**src/rtl/seg7_pkg.sv**
```systemverilog
// -----------------------------------------------------------------------------
// seg7_pkg
// Shared constants and types for the 7-segment scan decoder.
//   - Segment bit order: seg[6]=a ... seg[0]=g, all segments active high.
//   - Ten standard decimal glyphs, the two tail-less alternates for 6 and 9,
//     and the blank pattern.
//   - FSM state type used by seg7_scan_decoder.
// -----------------------------------------------------------------------------
package seg7_pkg;

    // Bit positions of each segment inside the 7-bit seg vector
    localparam int SEG_A = 6;
    localparam int SEG_B = 5;
    localparam int SEG_C = 4;
    localparam int SEG_D = 3;
    localparam int SEG_E = 2;
    localparam int SEG_F = 1;
    localparam int SEG_G = 0;

    // Standard glyphs, ordered abcdefg
    localparam logic [6:0] SEG7_GLYPH_0 = 7'b1111110;
    localparam logic [6:0] SEG7_GLYPH_1 = 7'b0110000;
    localparam logic [6:0] SEG7_GLYPH_2 = 7'b1101101;
    localparam logic [6:0] SEG7_GLYPH_3 = 7'b1111001;
    localparam logic [6:0] SEG7_GLYPH_4 = 7'b0110011;
    localparam logic [6:0] SEG7_GLYPH_5 = 7'b1011011;
    localparam logic [6:0] SEG7_GLYPH_6 = 7'b1011111;
    localparam logic [6:0] SEG7_GLYPH_7 = 7'b1110000;
    localparam logic [6:0] SEG7_GLYPH_8 = 7'b1111111;
    localparam logic [6:0] SEG7_GLYPH_9 = 7'b1111011;

    // Tail-less variants some drivers emit for 6 (no a) and 9 (no d)
    localparam logic [6:0] SEG7_GLYPH_6_ALT = 7'b0011111;
    localparam logic [6:0] SEG7_GLYPH_9_ALT = 7'b1110011;

    // All segments dark
    localparam logic [6:0] SEG7_BLANK = 7'b0000000;

    // Scan FSM states
    typedef enum logic [1:0] {
        IDLE     = 2'd0,
        SETTLE   = 2'd1,
        CAPTURED = 2'd2
    } seg7_state_e;

endpackage

```
**src/rtl/seg7_scan_decoder_if.sv**
```systemverilog
// -----------------------------------------------------------------------------
// seg7_scan_decoder_if
// Bundle between a scanned 7-segment display bus and its decoder.
//   seg         : 7 segment lines, abcdefg, active high (display side drives)
//   an          : DIGITS one-hot digit selects (display side drives)
//   bcd         : 4*DIGITS decoded digits, digit i in bcd[4i+3:4i]
//   digit_valid : DIGITS per-digit valid flags
//   frame_done  : one-cycle pulse when every position has been captured
//   pattern_err : one-cycle pulse on capture of an illegal pattern
//   err_digit   : position of the last illegal capture
// Modports: master = display/observer side, slave = decoder.
// -----------------------------------------------------------------------------
interface seg7_scan_decoder_if #(
    parameter int DIGITS = 4
);
    logic [6:0]          seg;
    logic [DIGITS-1:0]   an;
    logic [4*DIGITS-1:0] bcd;
    logic [DIGITS-1:0]   digit_valid;
    logic                frame_done;
    logic                pattern_err;
    logic [2:0]          err_digit;

    modport master (
        output seg, an,
        input  bcd, digit_valid, frame_done, pattern_err, err_digit
    );

    modport slave (
        input  seg, an,
        output bcd, digit_valid, frame_done, pattern_err, err_digit
    );
endinterface

```
**src/rtl/seg7_glyph_decode.sv**
```systemverilog
// -----------------------------------------------------------------------------
// seg7_glyph_decode
// Combinational lookup from a 7-bit abcdefg pattern to a BCD digit.
//   seg   in  7 : segment pattern, seg[6]=a ... seg[0]=g
//   legal out 1 : pattern is a recognised decimal glyph
//   blank out 1 : pattern is all segments dark
//   bcd   out 4 : decoded value (0 when not legal)
// Build option: SEG7_ALT_GLYPH_EN also accepts the tail-less 6 and 9.
// -----------------------------------------------------------------------------
module seg7_glyph_decode
    import seg7_pkg::*;
(
    input  logic [6:0] seg,
    output logic       legal,
    output logic       blank,
    output logic [3:0] bcd
);

    // Pattern lookup; anything not listed is illegal
    always_comb begin
        legal = 1'b1;
        blank = 1'b0;
        bcd   = 4'd0;
        case (seg)
            SEG7_GLYPH_0: bcd = 4'd0;
            SEG7_GLYPH_1: bcd = 4'd1;
            SEG7_GLYPH_2: bcd = 4'd2;
            SEG7_GLYPH_3: bcd = 4'd3;
            SEG7_GLYPH_4: bcd = 4'd4;
            SEG7_GLYPH_5: bcd = 4'd5;
            SEG7_GLYPH_6: bcd = 4'd6;
            SEG7_GLYPH_7: bcd = 4'd7;
            SEG7_GLYPH_8: bcd = 4'd8;
            SEG7_GLYPH_9: bcd = 4'd9;
`ifdef SEG7_ALT_GLYPH_EN
            SEG7_GLYPH_6_ALT: bcd = 4'd6;
            SEG7_GLYPH_9_ALT: bcd = 4'd9;
`endif
            SEG7_BLANK: begin
                legal = 1'b0;
                blank = 1'b1;
            end
            default: begin
                legal = 1'b0;
                blank = 1'b0;
                bcd   = 4'd0;
            end
        endcase
    end

endmodule

```
**src/rtl/seg7_scan_decoder.sv**
```systemverilog
// -----------------------------------------------------------------------------
// seg7_scan_decoder
// Receive-side decoder for a multiplexed 7-segment display bus. seg/an are
// synchronised, each one-hot digit pattern must stay unchanged for
// STABLE_CYCLES synchronised samples, then it is decoded into a per-digit BCD
// register with a valid flag. A frame mask tracks which positions have been
// captured and pulses frame_done once all have been seen.
//   clk   in : system clock, rising edge
//   reset in : asynchronous, active-high reset
//   bus       : seg7_scan_decoder_if.slave (seg/an in, decoded results out)
// Parameters: DIGITS (1..8), STABLE_CYCLES (>=1).
// Build option: SEG7_ALT_GLYPH_EN (handled in seg7_glyph_decode).
// -----------------------------------------------------------------------------
module seg7_scan_decoder
    import seg7_pkg::*;
#(
    parameter int DIGITS        = 4,
    parameter int STABLE_CYCLES = 4
) (
    input  logic                        clk,
    input  logic                        reset,
    seg7_scan_decoder_if.slave          bus
);

    localparam int            CW      = $clog2(STABLE_CYCLES + 1);
    localparam logic [CW-1:0] CNT_MAX = CW'(STABLE_CYCLES);
    localparam logic [CW-1:0] CNT_ONE = CW'(1);
    localparam logic [DIGITS-1:0] AN_ONE = DIGITS'(1);

    // Synchroniser stages and the previous synchronised sample
    logic [6:0]        seg_s1_q, seg_s2_q, seg_prev_q;
    logic [DIGITS-1:0] an_s1_q, an_s2_q, an_prev_q;

    seg7_state_e       state_q, state_d;
    logic [CW-1:0]     cnt_q, cnt_d;

    logic [4*DIGITS-1:0] bcd_q, bcd_d;
    logic [DIGITS-1:0]   valid_q, valid_d;
    logic [DIGITS-1:0]   mask_q, mask_d;
    logic                frame_done_q, frame_done_d;
    logic                pattern_err_q, pattern_err_d;
    logic [2:0]          err_digit_q, err_digit_d;

    logic                an_onehot_s;
    logic                changed_s;
    logic                capture_s;
    logic [DIGITS-1:0]   mask_next_s;
    logic                dec_legal_s;
    logic                dec_blank_s;
    logic [3:0]          dec_bcd_s;

    seg7_glyph_decode u_decode (
        .seg   (seg_s2_q),
        .legal (dec_legal_s),
        .blank (dec_blank_s),
        .bcd   (dec_bcd_s)
    );

    // Two-flop synchronisers plus one more stage for change detection
    always_ff @(posedge clk or posedge reset) begin
        if (reset) begin
            seg_s1_q   <= 7'd0;
            seg_s2_q   <= 7'd0;
            seg_prev_q <= 7'd0;
            an_s1_q    <= '0;
            an_s2_q    <= '0;
            an_prev_q  <= '0;
        end else begin
            seg_s1_q   <= bus.seg;
            seg_s2_q   <= seg_s1_q;
            seg_prev_q <= seg_s2_q;
            an_s1_q    <= bus.an;
            an_s2_q    <= an_s1_q;
            an_prev_q  <= an_s2_q;
        end
    end

    // Classify the current synchronised sample
    always_comb begin
        an_onehot_s = (an_s2_q != '0) && ((an_s2_q & (an_s2_q - AN_ONE)) == '0);
        changed_s   = (seg_s2_q != seg_prev_q) || (an_s2_q != an_prev_q);
    end

    // Scan FSM next state and stability counter (saturating)
    always_comb begin
        state_d   = state_q;
        cnt_d     = cnt_q;
        capture_s = 1'b0;
        if (!an_onehot_s) begin
            state_d = IDLE;
            cnt_d   = '0;
        end else begin
            case (state_q)
                IDLE: begin
                    state_d = SETTLE;
                    cnt_d   = CNT_ONE;
                end
                SETTLE: begin
                    if (changed_s) begin
                        cnt_d = CNT_ONE;
                    end else if (cnt_q < CNT_MAX) begin
                        cnt_d = cnt_q + CNT_ONE;
                    end else begin
                        cnt_d = cnt_q;
                    end
                end
                CAPTURED: begin
                    if (changed_s) begin
                        state_d = SETTLE;
                        cnt_d   = CNT_ONE;
                    end else begin
                        state_d = CAPTURED;
                        cnt_d   = cnt_q;
                    end
                end
                default: begin
                    state_d = IDLE;
                    cnt_d   = '0;
                end
            endcase
            // With STABLE_CYCLES=1 the first stable sample already captures
            if ((state_d == SETTLE) && (cnt_d >= CNT_MAX)) begin
                capture_s = 1'b1;
                state_d   = CAPTURED;
            end else begin
                capture_s = 1'b0;
            end
        end
    end

    // Capture results: digit registers, error report and frame mask
    always_comb begin
        bcd_d         = bcd_q;
        valid_d       = valid_q;
        mask_d        = mask_q;
        err_digit_d   = err_digit_q;
        frame_done_d  = 1'b0;
        pattern_err_d = 1'b0;
        mask_next_s   = mask_q | an_s2_q;
        if (capture_s) begin
            for (int i = 0; i < DIGITS; i++) begin
                if (an_s2_q[i]) begin
                    if (dec_legal_s) begin
                        bcd_d[4*i +: 4] = dec_bcd_s;
                        valid_d[i]      = 1'b1;
                    end else if (dec_blank_s) begin
                        valid_d[i]      = 1'b0;
                    end else begin
                        valid_d[i]      = 1'b0;
                        pattern_err_d   = 1'b1;
                        err_digit_d     = 3'(i);
                    end
                end else begin
                    valid_d[i] = valid_q[i];
                end
            end
            // Completing capture pulses and restarts the mask
            if (&mask_next_s) begin
                frame_done_d = 1'b1;
                mask_d       = '0;
            end else begin
                mask_d       = mask_next_s;
            end
        end else begin
            mask_d = mask_q;
        end
    end

    // State, counter and registered outputs
    always_ff @(posedge clk or posedge reset) begin
        if (reset) begin
            state_q       <= IDLE;
            cnt_q         <= '0;
            bcd_q         <= '0;
            valid_q       <= '0;
            mask_q        <= '0;
            frame_done_q  <= 1'b0;
            pattern_err_q <= 1'b0;
            err_digit_q   <= 3'd0;
        end else begin
            state_q       <= state_d;
            cnt_q         <= cnt_d;
            bcd_q         <= bcd_d;
            valid_q       <= valid_d;
            mask_q        <= mask_d;
            frame_done_q  <= frame_done_d;
            pattern_err_q <= pattern_err_d;
            err_digit_q   <= err_digit_d;
        end
    end

    assign bus.bcd         = bcd_q;
    assign bus.digit_valid = valid_q;
    assign bus.frame_done  = frame_done_q;
    assign bus.pattern_err = pattern_err_q;
    assign bus.err_digit   = err_digit_q;

endmodule

```
**src/flat_wrapper.sv**
```systemverilog
// flat-port wrapper written by rule: the top's interface ports become plain ports
module seg7_scan_decoder_flat import seg7_pkg::*;
#(
    parameter int DIGITS        = 4,
    parameter int STABLE_CYCLES = 4
)
  (clk, reset, bus_seg, bus_an, bus_bcd, bus_digit_valid, bus_frame_done, bus_pattern_err, bus_err_digit);
  seg7_scan_decoder_if #(.DIGITS(DIGITS)) bus_i ();
  input  logic clk;
  input  logic reset;
  input wire logic [$bits(bus_i.seg)-1:0] bus_seg;
  input wire logic [$bits(bus_i.an)-1:0] bus_an;
  output wire logic [$bits(bus_i.bcd)-1:0] bus_bcd;
  output wire logic [$bits(bus_i.digit_valid)-1:0] bus_digit_valid;
  output wire logic [$bits(bus_i.frame_done)-1:0] bus_frame_done;
  output wire logic [$bits(bus_i.pattern_err)-1:0] bus_pattern_err;
  output wire logic [$bits(bus_i.err_digit)-1:0] bus_err_digit;
  assign bus_i.seg = bus_seg;
  assign bus_i.an = bus_an;
  assign bus_bcd = bus_i.bcd;
  assign bus_digit_valid = bus_i.digit_valid;
  assign bus_frame_done = bus_i.frame_done;
  assign bus_pattern_err = bus_i.pattern_err;
  assign bus_err_digit = bus_i.err_digit;
  seg7_scan_decoder #(.DIGITS(DIGITS), .STABLE_CYCLES(STABLE_CYCLES)) u_core (.clk(clk), .reset(reset), .bus(bus_i));
endmodule
```
**config.mk**
```make
export PLATFORM = sky130hd
export DESIGN_NAME = seg7_scan_decoder_flat
export DESIGN_NICKNAME = d
export VERILOG_FILES = /design/src/rtl/seg7_pkg.sv /design/src/rtl/seg7_scan_decoder_if.sv /design/src/rtl/seg7_glyph_decode.sv /design/src/rtl/seg7_scan_decoder.sv /design/src/flat_wrapper.sv
export SDC_FILE = /design/constraint.sdc
export NUM_CORES = 1
export LEC_CHECK = 0
export CORE_MARGIN = 8
export CORE_UTILIZATION = 54
export DETAILED_ROUTE_END_ITERATION = 6
export GPL_TIMING_DRIVEN = 0
export HOLD_SLACK_MARGIN = 0.08
export PLACE_DENSITY_LB_ADDON = 0.3
export RECOVER_POWER = 25
export SLEW_MARGIN = 20
export SYNTH_ARGS = -nofsm -noshare
export SYNTH_HDL_FRONTEND = slang
export SYNTH_SLANG_ARGS = --single-unit
export TNS_END_PERCENT = 5
```
**constraint.sdc**
```tcl
create_clock -name clk -period 2.6 [get_ports clk]
set_input_delay 0.52 -clock clk [delete_from_list [all_inputs] [get_ports clk]]
set_output_delay 0.52 -clock clk [all_outputs]
set_load 0.02 [all_outputs]
```
==> metrics.md, run 1 <==
| Metric | Value |
|---|---|
| Outcome | finished, final reports clean |
| Post-synthesis sequential area ratio | a little over 60% |
| EDFF count, synth | 0 |
| CP bufs+invs | 2 |
| Crit end category | flop |
| WS Path Type | reg2reg |
| Critical path launch point type | flop |
| Die height | just under 90 microns |
| R2R cell count | 7 |
| CTS tree | built |
| Worst path cell trace | clkbuf_1 > xnor2_1 > nand4_1 > nor3_2 > buf_2 > nand4_2 > mux2_2 |
| Clock root buffer | clkbuf_8 |
| CP arrival | approximately 2500 ps |
| Clock sinks | 67 |
| Largest net degree at the start of global routing | approximately 40 |
| Mapped Nets | 225 |
| Period utilization | between 80 and 90% |
| Non-Filler Instances | about 340 |
| PD cells | just over 600 nW/um^2 |
| H-tree depth | 3 |
| Post-CTS Hold Fix Bufs | 0 |
| Final hold viol count | 0 |
| DR iter-0 viols | approximately 130 |
| Synthesized area per cell | about 13 sq um |
| Remaining routing DRC violations | 0 |
| Drt wl/cell | roughly 15 microns |
| Setup tns final | 0 ps |
| Max incr delay on CP | 340 ps |
| Slew Viols, Final | 0 |
| RSZ-0062 raised after global routing | no |
| Max Buffers Root-to-Sink | 2 |
| R2r setup slk | ~300 ps |
| Final WL | around 4900 microns |
| GR Overflow Total | 0 |
| Fin crit period | about 2300 ps |
| Insertion delay to the later sink of the worst-skew pair | about 340 ps |
| Post-CTS setup buffer count | 0 |
| Tot Pwr | around 0.0021 W |
| Max FO, Critical Path | 10 |
| First drt pass iteration count | 4 |
| Starting Density | 54.6% |
| Worst r2r dst | u_core.bus.bcd[2] |
| F_max | roughly 430 MHz |
| Max cap viols | 0 |
| CTS Buf Count | 9 |
| CORE AREA | roughly 5000 sq um |
| Post-route cell area | roughly 3400 sq um |
| Relative max-transition margin | between 10% and 20% |
| Placed cell count | around 320 |
| Critical Path RT | ~2800 ps |
| Syn-to-layout area delta | 25.2% |
| Ys flop type | dfrtp_1 |
| Post-synth cell types | slightly above 40 |
| Num rows | 26 |
| Async set or reset register ratio after synthesis | 100% |
| Slew @ Worst Pin | roughly 1300 ps |
| Final HPWL DP | about 3500 microns |
| Peak supply drop | ~570 uV |
| Nets | roughly 270 |
| Synth Register Bits | 67 |
| Top delay family on crit path | simple AND/OR/NAND/NOR gates |
| # resized after CTS | 0 |
| Initial antenna violation count | 0 |
| Clk slew on worst S/H paths | roughly 70 ps |
| Routability cong. | 0.792 |
| Tot GR Track Use | between 10 and 15% |
| Hold path startpoint | u_core.seg_s1_q[5] |
| Layout cell share with drive strength beyond 1 | a little under a quarter |
| Post-synthesis cell area | roughly 2700 sq um |
| IO Port Bufs | 37 |
| Crit-path slowest cell | dfrtp_1 |
| Synth Instances | roughly 210 |
| Area post-placement | about 3200 sq um |
| First-pass GRT wire length | 8280 microns |
| R2r startpoint | u_core.seg_s2_q[2] |
| DRT antenna net count | 0 |
| Hold Path Class | reg2reg |
| Yosys warns | 0 |
| I/O pin count | 38 |
| Hold Crit Depth | 0 |
| Die span in x | a little under 90 microns |
| Worst Hold Path EP | u_core.seg_s2_q[5] |
| Vias in the first global route | around 1800 |
| Antenna diodes | 0 |
| Clk_skew | 9.44 ps |
| P_leak | 1.55 nW |
| Total die area | 7560 sq um |
| Vias | 1774 |
| Vias per cell | between 5 and 6 |
| Final setup violation count | 0 |
-- worst max-delay path by stage --
stage | endpoint | cells past startpoint | start
after CTS | u_core.bus.bcd[2] | 7 | u_core.seg_s2_q[2]
after global placement | u_core.bus.bcd[8] | 2 | reset
after global routing | u_core.bus.bcd[2] | 7 | u_core.seg_s2_q[2]
after detailed placement | u_core.bus.bcd[1] | 7 | u_core.seg_s2_q[2]
final | u_core.bus.bcd[2] | 7 | u_core.seg_s2_q[2]
after floorplan | u_core.an_prev_q[0] | 1 | reset
-- cell usage in the layout, fill, tap and decap left out, types with 3 or more instances in the layout --
cell             Yosys  routed
clkdlybuf4s50_1      0      25
nand4_2              4       4
dlygate4sd3_1        0      12
xnor2_1             11      11
o22ai_1              4       4
o21a_1               3       3
buf_2               13      13
nor3_1               3       3
mux2_2              21      21
clkbuf_1             2       4
dfrtp_1             67      67
nand2_1             10      10
nor4_1               3       3
clkbuf_8             0      11
nor2_1               9       9
inv_1                8       7
a21oi_1              7       7
nand3_1              7       7
nor2b_1              4       4
xor2_1               3       3
-- sequential cells by signal, summed over array words and instances (netlist names) --
| signal | cells |
|---|---|
| u_core.seg_s2_q | 7 |
| u_core.state_q | 2 |
| u_core.an_s2_q | 4 |
| u_core.bus.pattern_err | 1 |
| u_core.mask_q | 4 |
| u_core.bus.err_digit | 3 |
| u_core.an_prev_q | 4 |
| u_core.bus.bcd | 16 |
| u_core.seg_prev_q | 7 |
| u_core.an_s1_q | 4 |
| u_core.cnt_q | 3 |
| u_core.bus.frame_done | 1 |
| u_core.bus.digit_valid | 4 |
| u_core.seg_s1_q | 7 |
-- per-layer routing --
layer  GRT usage [%]  part of all wire [%]  vias up
met2            21.5                    48       58
met4            7.36                   1.5        0
met1            17.6                    44      870
li1                -                     -      840
met5               0                     0        -
met3            5.66                   6.5        6
-- cell type report --
class / count / area (sq um)
Buffer: 15 / 72.6
Inverter: 8 / 31.3
Sequential cell: 67 / 1680
Multi-Input combinational cell: 121 / 937
Timing Repair Buffer: 38 / 390
Fill cell: 369 / 1580
Tap cell: 70 / 87.6
Clock inverter: 3 / 46.3
Clock buffer: 13 / 159
-- cells by family (layout without fill, tap and decap cells) --
group                    Yosys count  in the layout  synth area share (%)
AO/OA/AOI/OAI                     27             27                  7.83
adder cells (fa/ha/maj)            1              1                 0.461
buffers and inverters             23             77                  3.78
multiplexers                      21             21                  8.71
AND/OR/NAND/NOR                   58             58                  13.0
XOR/XNOR                          14             14                  4.51
flip-flops                        67             67                  61.7
-- worst register-to-register path, delay by kind of cell (launching register included) --
family        cells  cell delay (ps)
buf+inv           2              610
flops             1              340
xor+xnor          1              170
mux               1              320
simple gates      3              740
-- report_power, final --
group	total (W)	leakage [nW]	internal (W)	switching [W]
Clock	0.000874	0.0998	0.000498	0.000377
Sequential	0.00108	0.858	0.00107	0.0000131
Combinational	0.000126	0.588	0.0000513	0.0000748
-- metrics by stage --
stage	utilization, %	hold slack (ps)	setup WS, ps
6_report	68.3	348	298
5_1_grt	68.3	359	135
4_1_cts	68.4	350	314
3_5_place_dp	64.2	335	317
3_3_place_gp	63.8	332	-622
2_1_floorplan	-	331	397
-- cells in the mapped netlist, types with 2 or more instances --
cell | number | share of area, %
nor4b_1 | 2 | 0.64
and3_1 | 2 | 0.46
inv_1 | 8 | 1.1
nand4_1 | 2 | 0.46
a21oi_1 | 7 | 1.3
nand2b_1 | 2 | 0.46
xnor2_1 | 11 | 3.5
nor4bb_1 | 2 | 0.74
xor2_1 | 3 | 0.97
o21a_1 | 3 | 0.83
o211ai_1 | 2 | 0.55
nand4_2 | 4 | 1.8
mux2_2 | 21 | 8.7
buf_2 | 13 | 2.4
nor2b_1 | 4 | 0.92
o22ai_1 | 4 | 0.92
dfrtp_1 | 67 | 62
nand3_1 | 7 | 1.3
nand2_1 | 10 | 1.4
nor4_1 | 3 | 0.69
nor3_1 | 3 | 0.55
nor2_1 | 9 | 1.2
a21o_1 | 2 | 0.55
clkbuf_1 | 2 | 0.28
a221oi_1 | 2 | 0.64
Note: power is estimated with default switching activity, not from simulation.
==> run 2: changes to the inputs <==
Settings changed: TNS_END_PERCENT 5 to not set.
==> results of run 2 <==
Same layout as run 1: the final DEF is identical, and so are final timing and power.
